==> src/rtl/counter_down_pkg.sv <==
// Shared definitions for the down-counter family: FSM state encodings
// reused by counter blocks built on the same RUN/DONE control scheme.
package counter_down_pkg;

  typedef enum logic [0:0] {
    ST_RUN  = 1'b0,
    ST_DONE = 1'b1
  } state_t;

endpackage

==> src/rtl/counter_down_ctrl.sv <==
// Control FSM for counter_down: decides decrement/wrap each edge and owns
// the registered borrow pulse and sticky done flag.
module counter_down_ctrl
  import counter_down_pkg::*;
(
  input  logic       clk,
  input  logic       rst,
  input  logic       en,
  input  logic       load,
  input  logic       auto_reload,
  input  logic       count_zero,
  output logic       dec,
  output logic       wrap,
  output logic       borrow,
  output logic       done,
  output logic [0:0] state
);

  state_t state_q;

  // load takes priority over en; in DONE the enable is ignored.
  logic step;
  assign step  = (state_q == ST_RUN) && en && !load;
  assign dec   = step && !count_zero;
  assign wrap  = step && count_zero && auto_reload;
  assign state = state_q;

  always_ff @(posedge clk or negedge rst) begin
    if (!rst) begin
      state_q <= ST_RUN;
      borrow  <= 1'b0;
      done    <= 1'b0;
    end else if (load) begin
      state_q <= ST_RUN;
      borrow  <= 1'b0;
      done    <= 1'b0;
    end else if (step && count_zero) begin
      if (auto_reload) begin
        borrow <= 1'b1;
      end else begin
        state_q <= ST_DONE;
        done    <= 1'b1;
        borrow  <= 1'b0;
      end
    end else begin
      borrow <= 1'b0;
    end
  end

endmodule

==> src/rtl/counter_down.sv <==
// Loadable down counter with optional auto-reload or one-shot stop at zero.
// Datapath (count, reload register) lives here; sequencing is in the ctrl.
module counter_down
  import counter_down_pkg::*;
#(
  parameter int WIDTH = 4,
  parameter logic [WIDTH-1:0] RELOAD_INIT = {WIDTH{1'b1}}
) (
  input  logic             clk,
  input  logic             rst,
  input  logic             en,
  input  logic             load,
  input  logic [WIDTH-1:0] din,
  input  logic             auto_reload,
  output logic [WIDTH-1:0] count,
  output logic             zero,
  output logic             borrow,
  output logic             done,
  output logic [0:0]       fsm_state
);

  logic [WIDTH-1:0] reload_q;
  logic             dec;
  logic             wrap;

  assign zero = (count == '0);

  counter_down_ctrl u_ctrl (
    .clk         (clk),
    .rst         (rst),
    .en          (en),
    .load        (load),
    .auto_reload (auto_reload),
    .count_zero  (zero),
    .dec         (dec),
    .wrap        (wrap),
    .borrow      (borrow),
    .done        (done),
    .state       (fsm_state)
  );

  always_ff @(posedge clk or negedge rst) begin
    if (!rst) begin
      count    <= '0;
      reload_q <= RELOAD_INIT;
    end else if (load) begin
      count    <= din;
      reload_q <= din;
    end else if (wrap) begin
      count <= reload_q;
    end else if (dec) begin
      count <= count - 1'b1;
    end
  end

endmodule
==> config.mk <==
export PLATFORM = sky130hd
export DESIGN_NAME = counter_down
export DESIGN_NICKNAME = d
export VERILOG_FILES = /design/src/rtl/counter_down_pkg.sv /design/src/rtl/counter_down_ctrl.sv /design/src/rtl/counter_down.sv
export SDC_FILE = /design/constraint.sdc
export NUM_CORES = 1
export LEC_CHECK = 0
export ABC_AREA = 1
export CAP_MARGIN = 25
export CORE_AREA = 2 2 41 43
export DETAILED_ROUTE_END_ITERATION = 8
export DIE_AREA = 0 0 43 45
export GPL_TIMING_DRIVEN = 0
export PLACE_DENSITY = 0.79
export SYNTH_ARGS = -nofsm -noshare
export SYNTH_HDL_FRONTEND = slang
export SYNTH_HIERARCHICAL = 1
export SYNTH_SLANG_ARGS = --single-unit
export TNS_END_PERCENT = 5
==> constraint.sdc <==
create_clock -name clk -period 1.65 [get_ports clk]
set_clock_uncertainty 0.05 [all_clocks]
set_input_delay 0.33 -clock clk [delete_from_list [all_inputs] [get_ports clk]]
set_output_delay 0.33 -clock clk [all_outputs]
set_load 0.01 [all_outputs]
==> impl_results.md, run 1 <==
* Result of the run: finished with violations
* Violations in the final reports: negative setup slack
* Final critical-path required period at 1.65 ns
* Post-DR wirelength/cell at 11.6 µm
* Startpoint class of the critical path: flip-flop
* Number of failing setup endpoints in the final timing report at 1
* Antenna viol nets, final at 0
* Proportion of layout cells with a drive suffix above 1 at 32.7%
* Clock transition at the registers of the reported paths at 0.07 ns
* Hold Crit Class: in2async
* Nets@finish at 109
* Number of synthesized flops with an enable pin at 0
* Dominant register cell in the synthesized netlist: dfrtp_1
* Count of different cell masters after synthesis at 20
* Total iterations of the first detailed-routing run at 4
* Crit path max fanout at 4
* Async set or reset register ratio after synthesis at 100%
* Antenna Cells at 0
* Total nets after synthesis at 82
* Worst rel slew slack at 68.7%
* Yosys synthesis warning count at 6
* Deepest level of the CTS H-tree at 1
* # IOs at 17
* Most instantiated cells after synthesis: nand2_1, inv_1, nor2_1, a21oi_1, dfrtp_1
* Final Instance Area at 850 µm²
* Required time worst endpoint at about 1.8 ns
* Vias in the first global route at 513
* Worst path buffer plus inverter count at 2
* Average footprint of a synthesized cell at between 7 and 8 µm²
* Pin slew with the least headroom to its limit at 0.467 ns
* Power density over the cells at 922 nW/µm²
* DRT iter0 DRCs at 15
* Total DRC errors in the routed layout at 0
* Die height at 45 µm
* Power, Total at 0.783 mW
* Placed standard-cell area at 771 µm²
* Post-route worst setup slack at -0.000511 ns
* Floorplan row count at 14
* Area growth, synth to finish at 52.9%
* Area of the mapped netlist at 556 µm²
* Initial antenna violation count at 0
* Library cell occupying the most area in the post-synthesis netlist: dfrtp_1
* Peak supply drop at 0.411 mV
* Endpoints failing hold at 0
* TritonCTS clock tree: yes
* Clk root buf: clkbuf_4
* Total half-perimeter wirelength after legalization and detailed placement at 909 µm
* Routed wire length at roughly 1300 µm
* Path type of the worst setup path: reg2reg
* Final estimated routing congestion in global placement at 0.764
* Via-per-instance ratio at 4.81
* Total of flip-flops plus latches after synthesis at 10
* Pin count of the biggest net entering global routing at 11
* X dimension of the die at 43 µm
* Largest cells by area after synthesis: dfrtp_1, dfstp_2, nand2_1, inv_1, nor2_1
* Number of instances in the synthesized netlist at 72
* Number of pins exceeding their max-slew limit in the final report at 0
* Fill cell instance count of the final layout at 133
* Floorplan die area at ~1900 µm²
* Dominant delay contributor by cell family on the critical path: simple AND/OR/NAND/NOR gates
* P_leak at 0.442 nW
* Clock buffer count from CTS at 3
* Most common cell on crit path: nor2_4
* Via count at 548
* Core Area at roughly 1500 µm²
* Area share of the largest cell type after synthesis at 27.0%
* Maximum clock frequency at 0.606 GHz
* Endpoint class of the critical path: flip-flop
* GRT overflow at 0
* Sequential fraction of the synthesis area at 45.9%
* Critical-path cell list: inv_2 -> ha_4 -> nand2_4 -> nor2_4 -> nand3_2 -> nor2_4 -> inv_2 -> nand2_4 -> nor2_4 -> a21oi_1 -> a22oi_1
* Port-buffer cells at 16
* Clock sink count at 10
* Footprint of the multi-input gates at 275 µm²
* Max Buffers Root-to-Sink at 2
* Max capacitance violation total at 0
* Starting utilization of the core area at a little under two fifths
* Insertion delay to the later sink of the worst-skew pair at 0.27 ns
* Slowest stage cell on the critical path: dfrtp_1
* Overall routing resource usage at around 14%
* First-pass GRT wire length at 1980 µm
* Unrepaired setup endpoints after global routing: yes
* Most common cell in the synthesized netlist: nand2_1
* Final Cycle Share at 100%
* Stage delay of the slowest cell on the critical path at 0.43 ns
* Area used by sequential logic in the layout at about 260 µm²
* Endpoint arrival time on the critical path at 1.75 ns
metrics by stage:
stage | setup WS (ns) | hold WS (ns) | instances | setup TNS [ns] | util, %
6_report | -0.000511 | 0.325 | 114 | -0.000511 | 57.7
5_1_grt | -0.0893 | 0.352 | 114 | -0.372 | 57.7
4_1_cts | 0.00201 | 0.335 | 110 | 0 | 55.4
3_5_place_dp | -0.288 | 0.429 | 104 | -1.20 | 52.4
3_3_place_gp | -0.291 | 0.422 | 104 | -1.17 | 52.4
2_1_floorplan | -0.0142 | -0.0156 | 72 | -0.0249 | -
cells by family (layout without fill, tap and decap cells):
kind of cell / after synthesis / in the layout / synth area share, %
buffers and inverters: 14 / 40 / 10.8
AND/OR/NAND/NOR: 33 / 33 / 27.5
flip-flops: 10 / 10 / 45.9
AO/OA/AOI/OAI: 14 / 14 / 13.5
adder cells (fa/ha/maj): 1 / 1 / 2.25
worst register-to-register path, delay by kind of cell (launching register included):
family / cells / cell delay (ns)
DFF: 1 / 0.43
buffers and inverters: 2 / 0.16
AOI/OAI and AO/OA: 2 / 0.23
adders and majority gates: 1 / 0.14
and+or+nand+nor: 6 / 0.52
flip-flops by register name (all words and copies together), names as in the netlist:
register       count
count              4
reload_q           4
u_ctrl/state       1
u_ctrl/borrow      1
worst paths after layout:
check	cells after the start	start	end	slack, ns
max	11	count[1]$_DFFE_PN0P_	count[2]$_DFFE_PN0P_	-0.0005
max in group asynchronous	1	rst	reload_q[3]$_DFFE_PN1P_	0.88
min	1	rst	count[2]$_DFFE_PN0P_	0.33
max reg2reg	11	count[1]$_DFFE_PN0P_	count[2]$_DFFE_PN0P_	-0.0005
min in group clk	2	reload_q[1]$_DFFE_PN1P_	reload_q[1]$_DFFE_PN1P_	0.44
min reg2reg	2	reload_q[1]$_DFFE_PN1P_	reload_q[1]$_DFFE_PN1P_	0.44
routing by layer:
| metal | track usage (%) | vias up | wire (µm) |
|---|---|---|---|
| met3 | 2.40 | 5 | 110 |
| met4 | 7.27 | 0 | 40 |
| met5 | 0 | - | 0 |
| met1 | 16.3 | 240 | 542 |
| li1 | - | 276 | - |
| met2 | 24.5 | 27 | 628 |
power breakdown:
part | switching [mW] | total [mW] | internal [mW]
combinational | 0.120 | 0.246 | 0.126
clock | 0.0946 | 0.229 | 0.134
sequential | 0.0266 | 0.308 | 0.281
placed cells by master, fill, tap and decap left out, drive strengths merged:
master,Yosys,final
a21oi,6,6
a22oi,1,1
a31oi,2,2
buf,2,10
clkbuf,0,4
clkdlybuf4s50,0,11
dfrtp,6,6
dfstp,4,4
dlygate4sd2,0,1
dlymetal6s2s,0,2
ha,1,1
inv,12,12
nand2,18,18
nand3,3,3
nand4,1,1
nor2,11,11
o21ai,5,5
what timing repair did:
item / CTS / global route
cloned: 0 / 0
hold buffers: 0 / 0
setup endpoints to repair: 7 / 8
pin swaps: 3 / 2
resized for setup: 7 / 2
buffers inserted: 2 / 4
cell type report:
class,instances,share of cell area (%)
buffer,2,1.47
multi-input combinational,48,32.4
inverter,12,5.60
sequential,10,30.2
clock buffer,4,4.27
timing repair buffer,22,23.7
tap,16,2.36
No activity file was read; power rests on OpenSTA's default activity.
==> run 2: changes to the inputs <==
Settings changed: CTS_CLUSTER_SIZE set to 14, PLACE_DENSITY 0.79 to 0.67.
Clock period 1.65 ns to 1.3 ns, I/O delays scaled along.
==> impl_results.md, run 2 (synthesis gave the netlist of run 1 again) <==
* Floorplan row count at 14 (unchanged)
* Clock transition at the registers of the reported paths at 0.07 ns (about the same)
* Smallest hold slack at 0.247 ns (-0.0784 ns)
* Critical R2R Launch: count[0]$_DFFE_PN0P_
* Crit path to: count[1]$_DFFE_PN0P_
* Clock buffer count from CTS at 3 (unchanged)
* Final Cycle Share at 129% (+29 points)
* Hold Crit Class: in2async
* Routed wire length at 1300 µm (-1.4%)
* Met3 layer usage reported by global route at 2.80% (+0.40 points)
* Max Buffers Root-to-Sink at 2 (unchanged)
* Area growth, synth to finish at 52.5%
* Share of the core filled with cells in the final layout at 57.6% (-0.17 points)
* Power density over the cells at 1130 nW/µm² (+23%)
* Deepest level of the CTS H-tree at 1 (unchanged)
* Via count at 578 (+5.5%)
* Core Area at 1470 µm² (unchanged)
* Total half-perimeter wirelength after legalization and detailed placement at 895 µm (-1.5%)
* Antenna Cells at 0 (unchanged)
* Internal power contribution at 0.658 mW (+21%)
* Busiest layer in global routing: met2
* First-pass GRT wire length at 1880 µm (-5.3%)
* Nets@finish at 110 (+0.92%)
* Post-DR wirelength/cell at 11.3 µm (-2.2%)
* Pin slew with the least headroom to its limit at 0.477 ns (+0.00959 ns)
* Total DRC errors in the routed layout at 0 (unchanged)
* Floorplan die area at 1940 µm² (unchanged)
* GR Util met2 at 23.3% (-1.2 points)
* GRT met1 Usage at 15.6% (-0.71 points)
* Insertion delay to the later sink of the worst-skew pair at 0.28 ns (about the same)
* Number of non-filler instances in the completed layout at 115 (+0.88%)
* Post-route worst setup slack at -0.382 ns (-0.381 ns)
* Number of failing setup endpoints in the final timing report at 7 (+6)
* Worst reg2reg path endpoint: count[1]$_DFFE_PN0P_
* X dimension of the die at 43 µm (unchanged)
* Cell depth of the worst flop-to-flop path at 12 (+1)
* Net load switching power at 0.303 mW (+25%)
* Clock sink count at 10 (unchanged)
* First element of the critical path: count[0]$_DFFE_PN0P_
* Proportion of power drawn by flip-flops and latches at 40.2% (+0.9 points)
* Total iterations of the first detailed-routing run at 4 (unchanged)
* Worst rel slew slack at 68.1% (-0.64 points)
* Overall routing resource usage at 13.4% (-0.50 points)
* Number of pins exceeding their max-slew limit in the final report at 0 (unchanged)
* Crit path max fanout at 5 (+1)
* DRT iter0 DRCs at 13 (-2)
* Peak supply drop at 0.622 mV (+51%)
* Pin count of the biggest net entering global routing at 11 (unchanged)
* Hold buffers post-CTS at 0 (unchanged)
* Final estimated routing congestion in global placement at 0.808 (+5.7%)
* Minimum setup slack among reg-to-reg paths at -0.38 ns (-0.38 ns)
* Top library cells by usage in the layout, fill and taps aside: nand2_1, clkdlybuf4s50_1, buf_4, inv_1, nor2_1
* Proportion of layout cells with a drive suffix above 1 at 36.4% (+3.7 points)
* Port-buffer cells at 16 (unchanged)
* Vias in the first global route at 480 (-6.4%)
* TritonCTS clock tree: yes
* Maximum clock frequency at 0.595 GHz (-1.8%)
* Proportion of total power due to net switching at 31.5% (+0.68 points)
* Biggest registers after layout: count (4), reload_q (4)
* Path type of the worst setup path: reg2reg
* Startpoint class of the critical path: flip-flop
* GRT overflow at 0 (unchanged)
* Required time worst endpoint at 1.45 ns (-0.30 ns)
* Starting utilization of the core area at 37.8% (unchanged)
* Initial antenna violation count at 0 (unchanged)
* Unrepaired setup endpoints after global routing: yes
* Combinational fraction of design power at 29.1% (-2.4 points)
* Placed insts at 104 (unchanged)
* Die height at 45 µm (unchanged)
* Via-per-instance ratio at 5.03 (+4.6%)
* Antenna viol nets, final at 0 (unchanged)
* Fraction of power consumed by the clock network at 30.7% (+1.5 points)
* Result of the run: finished with violations
* Final critical-path required period at 1.68 ns (+0.0311 ns)
* # IOs at 17 (unchanged)
* Clk root buf: clkbuf_4
* Power, Total at 0.961 mW (+23%)
* P_leak at 0.426 nW (-3.6%)
* Endpoint class of the critical path: flip-flop
* Endpoints failing hold at 0 (unchanged)
* Fill cell instance count of the final layout at 147 (+11%)
* Endpoint arrival time on the critical path at 1.83 ns (+0.08 ns)
* Max capacitance violation total at 0 (unchanged)
* Violations in the final reports: negative setup slack
* Most common cell after layout, fill and taps aside: nand2_1
## run 2: metal layers
metal	up-vias	routed length (µm)
met5	-	0
met4	0	25
met3	3	117
met2	23	636
met1	271	522
li1	281	-
## run 2: layout make-up
class	instances	area (µm²)	area share, %
Multi-Input combinational cell	48	279	32.9
Buffer	2	12.5	1.48
Sequential cell	10	256	30.3
Clock buffer	4	36.3	4.28
Inverter	12	47.5	5.61
Tap cell	16	20.0	2.36
Timing Repair Buffer	23	195	23.0
## run 2: what timing repair did
item / 4_1_cts / 5_1_grt
pin swaps: 4 / 1
resized for setup: 15 / 5
hold endpoints to repair: 0 / 0
endpoints found under the setup margin: 12 / 10
buffers inserted: 3 / 4
## run 2: critical path, cell delays in order (launching register included)
cell,delay [ns]
dfrtp_1,0.39
inv_2,0.10
ha_4,0.15
nand2_4,0.05
nor2_4,0.11
nand3_2,0.11
nor2_4,0.17
inv_2,0.08
nand2_4,0.08
nor2_4,0.06
inv_4,0.08
nor2_1,0.04
a31oi_1,0.13
## run 2: worst min path at each step
stage,startpoint,to,slack (ns)
2_1_floorplan,rst,count[0]$_DFFE_PN0P_,-0.09
3_3_place_gp,reload_q[1]$_DFFE_PN1P_,reload_q[1]$_DFFE_PN1P_,0.42
3_5_place_dp,reload_q[1]$_DFFE_PN1P_,reload_q[1]$_DFFE_PN1P_,0.43
4_1_cts,rst,u_ctrl/borrow$_DFF_PN0_,0.28
5_1_grt,rst,u_ctrl/borrow$_DFF_PN0_,0.30
6_report,rst,u_ctrl/borrow$_DFF_PN0_,0.25
## run 2: power groups by stage
| stage | combinational (mW) | clock [mW] | sequential (mW) |
|---|---|---|---|
| 5_1_grt | 0.309 | 0.309 | 0.392 |
| 6_report | 0.280 | 0.295 | 0.386 |
| 4_1_cts | 0.277 | 0.297 | 0.385 |
| 3_3_place_gp | 0.273 | 0 | 0.393 |
| 2_1_floorplan | 0.151 | 0 | 0.402 |
| 3_5_place_dp | 0.284 | 0 | 0.392 |
## run 2: through the flow
stage	worst slack [ns]	area (µm²)	setup TNS [ns]
finish	-0.382	847	-1.85
floorplan	-0.364	591	-1.42
detailed placement	-0.648	771	-3.54
CTS	-0.351	822	-1.71
global placement	-0.612	771	-3.22
global route	-0.472	847	-2.40
==> run 3: changes to the inputs <==
Settings changed: ABC_CLOCK_PERIOD_IN_PS set to 1300.
==> results of run 3 <==
Same layout as run 2: the final DEF is identical, and so are final timing and power.
==> edit (settings of run 3) <==
Add an input register stage for `en`, `load`, `din` and `auto_reload`; this delays them by one clock.
--- a/src/rtl/counter_down.sv
+++ b/src/rtl/counter_down.sv
@@ -19,6 +19,18 @@
   output logic [0:0]       fsm_state
 );
 
+  logic en_q;
+  logic load_q;
+  logic [WIDTH-1:0] din_q;
+  logic auto_reload_q;
+
+  always_ff @(posedge clk) begin
+    en_q          <= en;
+    load_q        <= load;
+    din_q         <= din;
+    auto_reload_q <= auto_reload;
+  end
+
   logic [WIDTH-1:0] reload_q;
   logic             dec;
   logic             wrap;
@@ -28,9 +40,9 @@
   counter_down_ctrl u_ctrl (
     .clk         (clk),
     .rst         (rst),
-    .en          (en),
-    .load        (load),
-    .auto_reload (auto_reload),
+    .en          (en_q),
+    .load        (load_q),
+    .auto_reload (auto_reload_q),
     .count_zero  (zero),
     .dec         (dec),
     .wrap        (wrap),
@@ -43,9 +55,9 @@
     if (!rst) begin
       count    <= '0;
       reload_q <= RELOAD_INIT;
-    end else if (load) begin
-      count    <= din;
-      reload_q <= din;
+    end else if (load_q) begin
+      count    <= din_q;
+      reload_q <= din_q;
     end else if (wrap) begin
       count <= reload_q;
     end else if (dec) begin
Formal check against the unedited RTL: not equivalent (Yosys sat finds a counterexample within 4 cycles, from zero or initial values and one cycle with rst low).
==> edit against run 3 <==
  * The run still ends with negative setup slack left
  * Sequential cell count up 7
  * Core utilization rose by 9.5 points
  * Area after synthesis grew 25%
  * Setup slack better by 0.029 ns
  * Routed wire length fell by 0.84%
  * Total power is 25% higher
  * First-iteration DRC count up 15%
  * Final area grew 17%
  * Critical endpoint is now count[0]
==> edit: results <==
set metrics [dict create \
    drt_iter0_markers 15 \
    clock_latency_ns 0.29 \
    routabilityCongestion 0.702 \
    violations "negative setup slack" \
    grt_pass1_wl_um 2360 \
    h-tree-depth 1 \
    cts-root-buf "clkbuf_4" \
    r2r-start "count[0]" \
    synthTopCellsByArea "dfrtp_1, dfxtp_1, dfstp_2" \
    first_global_vias 539 \
    ys_warn_count 6 \
    ys_types 21 \
    nFillCells 141 \
    synthArstFlopShare_pct 58.8 \
    ys_seq_area_share_pct 56.8 \
    n_antenna_cell 0 \
    numCtsBuffers 3 \
    drive_gt1_share_pct 36.2 \
    grt_max_degree 11 \
    dp_hpwl_um 953 \
    hold_buffers 0 \
    wl_per_cell_um 10.7 \
    final-setup-viol-count 5 \
    power.switching_mw 0.354 \
    synthesis.nets 89 \
    cts.path.max_buffers 2 \
    crit_arrival_ns 1.82 \
    via_per_inst 4.93 \
    setup_slack_ns -0.353 \
    top_regs "count: 4 flops, din_q: 4 flops, reload_q: 4 flops" \
    hold_class "input pin to async pin" \
    nNetsFinal 116 \
    path_class "flop to flop" \
    status "finished, violations left" \
    synth_commonest_cells "nand2_1, inv_1, nor2_1" \
    antenna_found_initial 0 \
    dominantRegCellSynth "dfxtp_1" \
    track_usage_pct 16.9 \
    io_buffers 16 \
    p_leak_nw 0.486 \
    critPathMaxFanout 5 \
    drt_first_pass_iters 4 \
    tightest_slew_ns 0.475 \
    ir_drop_uv 885 \
    cts.clk_slew.worst_paths_ns 0.10 \
]
edit: timing repair:
item / in CTS / in global routing
pin swaps: 6 / 1
resized for setup: 18 / 9
buffers inserted: 6 / 0
setup endpoints to repair: 12 / 12
edit: cells by family after synthesis:
kind of cell,after synthesis,synth area share (%)
AO/OA/AOI/OAI,14,10.8
adder cells (fa/ha/maj),1,1.80
buffers and inverters,14,8.63
flip-flops,17,56.8
AND/OR/NAND/NOR,33,21.9
edit: worst max-delay path, stage by stage, from the launching register on:
cell     delay, ns
dfrtp_1       0.40
inv_2         0.09
ha_4          0.15
nand2_4       0.05
nor2_4        0.11
nand3_2       0.11
nor2_4        0.15
inv_2         0.08
nand2_4       0.08
nor2_4        0.05
inv_4         0.08
nor2_1        0.04
a31oi_1       0.12
edit: metrics by stage:
step	power [mW]	worst slack (ns)	setup TNS, ns	cells	cell area [um2]
after floorplan	0.789	-0.354	-1.39	79	731
final	1.20	-0.353	-1.63	121	987
after global routing	1.27	-0.465	-2.22	121	987
after CTS	1.20	-0.353	-1.97	121	977
after global placement	0.899	-0.424	-2.04	111	911
after detailed placement	0.904	-0.426	-2.08	111	911
edit: metal layers:
metal / routed length [um] / GRT usage, % / vias to the layer above
met4: 39 / 9.09 / 0
li1: - / - / 304
met2: 609 / 26.7 / 14
met1: 579 / 22.1 / 273
met3: 64 / 3.60 / 5
met5: 0 / 0 / -
edit: area by class of cell:
| class | instances | area share (%) |
|---|---|---|
| clock inverter | 1 | 0.507 |
| timing repair buffer | 22 | 19.6 |
| sequential | 17 | 40.2 |
| clock buffer | 3 | 2.28 |
| multi-input combinational | 48 | 29.3 |
| inverter | 12 | 4.82 |
| tap | 16 | 2.03 |
| buffer | 2 | 1.27 |
edit: path summary, 6_finish.rpt:
check | to | cells past startpoint | slack (ns)
worst min register to register | reload_q[1] | 2 | 0.39
worst max register to register | count[0] | 12 | -0.35
worst max-delay path | count[0] | 12 | -0.35
max in group asynchronous | count[3] | 1 | 0.62
worst min-delay path | u_ctrl/state | 1 | 0.23
min in group clk | en_q | 1 | 0.35
edit: power groups by stage:
stage | registers (mW) | clock network (mW) | logic [mW]
2_1_floorplan | 0.638 | 0 | 0.150
3_3_place_gp | 0.630 | 0 | 0.269
3_5_place_dp | 0.631 | 0 | 0.273
4_1_cts | 0.618 | 0.288 | 0.296
5_1_grt | 0.627 | 0.315 | 0.331
6_report | 0.619 | 0.284 | 0.300
